[config.mk]
export PLATFORM = sky130hd
export DESIGN_NAME = uni_shift_sequencer
export DESIGN_NICKNAME = d
export VERILOG_FILES = /design/src/rtl/uni_shift_sequencer.sv
export SDC_FILE = /design/constraint.sdc
export NUM_CORES = 1
export LEC_CHECK = 0
export ABC_AREA = 1
export BUFFER_PORTS_ARGS = -buffer_cell sky130_fd_sc_hd__buf_2
export CELL_PAD_IN_SITES_DETAIL_PLACEMENT = 1
export CELL_PAD_IN_SITES_GLOBAL_PLACEMENT = 1
export CORE_ASPECT_RATIO = 0.5
export CORE_MARGIN = 2
export CORE_UTILIZATION = 30
export CTS_CLUSTER_DIAMETER = 30
export DETAILED_ROUTE_END_ITERATION = 16
export HOLD_SLACK_MARGIN = 0.1
export PLACE_DENSITY = 0.71
export SLEW_MARGIN = 20
export SYNTH_ARGS = -nofsm -noshare
export SYNTH_HDL_FRONTEND = slang
export SYNTH_SLANG_ARGS = --single-unit
[constraint.sdc]
create_clock -name clock -period 1.5 [get_ports clock]
set_input_delay 0.375 -clock clock [delete_from_list [all_inputs] [get_ports clock]]
set_output_delay 0.375 -clock clock [all_outputs]
set_load 0.01 [all_outputs]
[src/rtl/uni_shift_sequencer.sv]
// Command sequencer for the SchemaUNI 8-bit universal shift register:
// one parallel load followed by N shift-up, shift-down or rotate-up steps.
module uni_shift_sequencer #(
    parameter int CNT_W = 4
) (
    input  logic             clock,
    input  logic             reset,
    input  logic             start,
    input  logic [1:0]       op,
    input  logic [7:0]       din,
    input  logic             fill,
    input  logic [CNT_W-1:0] count,
    input  logic [7:0]       q_fb,
    output logic             A1,
    output logic             A0,
    output logic [7:0]       D,
    output logic             DL,
    output logic             DR,
    output logic             busy,
    output logic             done
);

    typedef enum logic [1:0] {
        IDLE,
        LOAD,
        SHIFT,
        DONE
    } state_t;

    state_t           state;
    state_t           state_next;
    logic [1:0]       op_r;
    logic [7:0]       din_r;
    logic             fill_r;
    logic [CNT_W-1:0] remaining;

    always_ff @(posedge clock) begin
        if (reset) begin
            state     <= IDLE;
            op_r      <= '0;
            din_r     <= '0;
            fill_r    <= 1'b0;
            remaining <= '0;
        end else begin
            state <= state_next;
            if (state == IDLE && start) begin
                op_r      <= op;
                din_r     <= din;
                fill_r    <= fill;
                remaining <= count;
            end
            if (state == SHIFT) begin
                remaining <= remaining - CNT_W'(1);
            end
        end
    end

    // D is driven from the latched byte in every state; it is only sampled
    // by SchemaUNI in LOAD (mode 11), so this keeps the bus quiet and simple.
    always_comb begin
        state_next = state;
        A1         = 1'b0;
        A0         = 1'b0;
        D          = din_r;
        DL         = 1'b0;
        DR         = 1'b0;
        busy       = 1'b1;
        done       = 1'b0;
        case (state)
            IDLE: begin
                busy = 1'b0;
                if (start) begin
                    state_next = LOAD;
                end
            end
            LOAD: begin
                A1 = 1'b1;
                A0 = 1'b1;
                if (op_r == 2'b00 || remaining == '0) begin
                    state_next = DONE;
                end else begin
                    state_next = SHIFT;
                end
            end
            SHIFT: begin
                case (op_r)
                    2'b01: begin
                        A0 = 1'b1;
                        DR = fill_r;
                    end
                    2'b10: begin
                        A1 = 1'b1;
                        DL = fill_r;
                    end
                    2'b11: begin
                        // rotate: Q7 wraps straight back into the shift-up input
                        A0 = 1'b1;
                        DR = q_fb[7];
                    end
                    default: ;
                endcase
                if (remaining == CNT_W'(1)) begin
                    state_next = DONE;
                end
            end
            DONE: begin
                done       = 1'b1;
                state_next = IDLE;
            end
            default: state_next = IDLE;
        endcase
    end

endmodule
==> results.cfg <==
[cts]
clkSinkCount = 17
htree_levels = 1
cts_tree = yes
insertion_delay_ns = 0.26
cts-root-buf = clkbuf_8
ctsHoldBuffers = 0
clock_path_buffers = 2
numCtsBuffers = 3
clkTransAtPathRegs_ns = 0.07

[sta]
tightest_slew_ns = 0.328
slew_viol_final = 0
timing.fmax_mhz = 618
maxSlewHeadroom = 0.781
setup_viol = 4
setup_ws_ns = -0.117
fin_crit_sh = 1.08
rsz0062_at_grt = yes
hold_viol = 0
hold-worst-slack_ns = 0.341
fin_crit_ns = 1.62
finClkSkew_ns = 0.000769

[pwr]
p_clk_frac = 0.154
switchingPower_uw = 1050
power_leakage_uw = 0.000588
p_sw_frac = 0.442
combPwrFrac = 0.539
power.ir.vdd_worst_v = 0.000702
finalPower_uw = 2370
power_density_mw_per_mm2 = 1930
internal_power_uw = 1320
seqPwrFrac = 0.308

[setup_path]
critPathMaxStageDelay_ns = 0.40
r2r-start = state[0]
critPathSlowestCell = dfxtp_4
timing.critical_path.to_type = output port
critPathLaunch = state[1]
crit_chain = inv_6, ha_4, inv_2, a21oi_2, buf_2
critPathLaunchType = register
crit_path_max_fanout = 4
crit_arrival_ns = 1.24
crit_type = register to output port
critPathRequiredTime_ns = 1.12

[final_layout]
insertedDiodeCount = 0
stdcell_area_sq_mm = 0.00123
drive_gt1_frac = 0.395
areaGrowthSynthToFinish_pct = 41.6
utilization = 0.462
fin_nets = 191
fillCellCount = 343

[yosys]
yosys.area.top_type = dfxtp_1
synth_nets = 152
yosysSeqAreaShare = 0.391
synth_top_area_frac = 0.391
syn_area_sq_um = 870
ys_warn_count = 0
synth_seq_cells = 17
avgSynthCellArea_sq_um = 7.31
synth_area_leaders = dfxtp_1, nor2_1, ha_1, nand2_1, o21ai_0
synth_cell_type_count = 20
postSynthCellCount = 119

[drt]
vias = 885
ant_nets = 0
drt_iter0_markers = 25
totalWireLength_mm = 2.33
via_per_inst = 4.56
routedWlPerCell_microns = 12.0
drc = 0
firstDrtPassIters = 3

[grt]
gr-total-overflow = 0
grt_max_degree = 15
grt_pass1_wl_mm = 4.03
antenna_found_initial = 0
grt_pass1_vias = 922
gr-usage-all-layers = 0.155

[run_status]
status = complete, but fails checks
violations = negative setup slack

[die]
pin_count = 40
dieHeight_microns = 42.1
initial_core_util = 0.326
coreArea_sq_mm = 0.00267
row_count = 13
die-area_sq_mm = 0.00337
die_w_microns = 80.1

[placement]
placed_cell_area_sq_mm = 0.00109
place_hpwl_mm = 1.73
port-buffer-count = 32
pre_cts_slack_ns = 0.0393
gp_congestion = 0.792

[flow_run]
drv_cap = 0

[hold_path]
hold_path.class = input port to register
min-delay-start = reset
final timing paths:
check | to | slack [ns] | depth (start not counted)
setup / recovery | A1 | -0.12 | 5
hold / removal | state[0] | 0.34 | 2
setup reg to reg | remaining[2] | 0.15 | 7
hold reg to reg | remaining[1] | 0.48 | 2
critical path: cells and delay by family (launching register included):
family | cells | cell delay (ns)
buf+inv | 3 | 0.23
fa+ha+maj | 1 | 0.25
flops | 1 | 0.40
compound gates | 1 | 0.10
stage by stage:
stage	TNS [ns]	std cells
global route	-0.525	194
finish	-0.294	194
CTS	-0.311	193
detailed placement	0	189
global placement	0	189
floorplan	0	119
power groups by stage:
| stage | Clock [uW] | Sequential [uW] | Combinational, uW |
|---|---|---|---|
| floorplan | 0 | 715 | 747 |
| global placement | 0 | 694 | 1080 |
| detailed placement | 0 | 695 | 1110 |
| CTS | 381 | 728 | 1250 |
| global route | 401 | 750 | 1450 |
| finish | 365 | 731 | 1280 |
per-layer routing:
metal  vias up  wire length [microns]  GRT usage
li1        452                      -          -
met4         0                     23     0.0441
met2        21                   1140      0.277
met1       410                   1070      0.175
met3         2                    101     0.0560
met5         -                      0          0
cells in the final DEF (no fill, tap or decap), drive strengths merged, types with 2 or more instances in the layout:
master and n:
a211oi 2, a21oi 11, buf 37, clkbuf 3
dfxtp 17, ha 7, inv 13, nand2 20
nand3 3, nor2 29, o21ai 13
kinds of logic (layout without fill, tap and decap cells):
logic type / after synthesis / in the layout / synth area share
buf+inv: 16 / 54 / 0.0762
simple gates: 52 / 52 / 0.246
compound gates: 27 / 27 / 0.186
flops: 17 / 17 / 0.391
fa+ha+maj: 7 / 7 / 0.101
cell usage after synthesis:
cell      instances
a211oi_1          2
a21oi_1           9
a21oi_2           1
a21oi_4           1
a22oi_1           1
buf_2             1
buf_4             1
clkbuf_2          1
dfxtp_1          17
ha_1              7
inv_1            12
inv_2             1
nand2_1          18
nand2_2           2
nand3_1           3
nor2_1           27
nor2_2            1
nor2_4            1
o21ai_0          12
o21ai_2           1
registers in the layout (all words and copies together), names as in the netlist:
| name | count |
|---|---|
| state | 2 |
| D | 8 |
| remaining | 4 |
| fill_r | 1 |
| op_r | 2 |
layout make-up:
cell class / count / area (sq um) / share of cell area
Multi-Input combinational cell: 86 / 533 / 0.433
Sequential cell: 17 / 345 / 0.280
Timing Repair Buffer: 37 / 201 / 0.164
Inverter: 13 / 56.3 / 0.0457
Tap cell: 37 / 46.3 / 0.0376
Clock buffer: 3 / 41.3 / 0.0335
Clock inverter: 1 / 7.51 / 0.00610
what timing repair did:
item | 4_1_cts | 5_1_grt
resized for setup | 20 | 1
endpoints found under the setup margin | 5 | 4
pin swaps | 4 | 0
buffers inserted | 0 | 1
No activity file was read; power rests on OpenSTA's default activity.
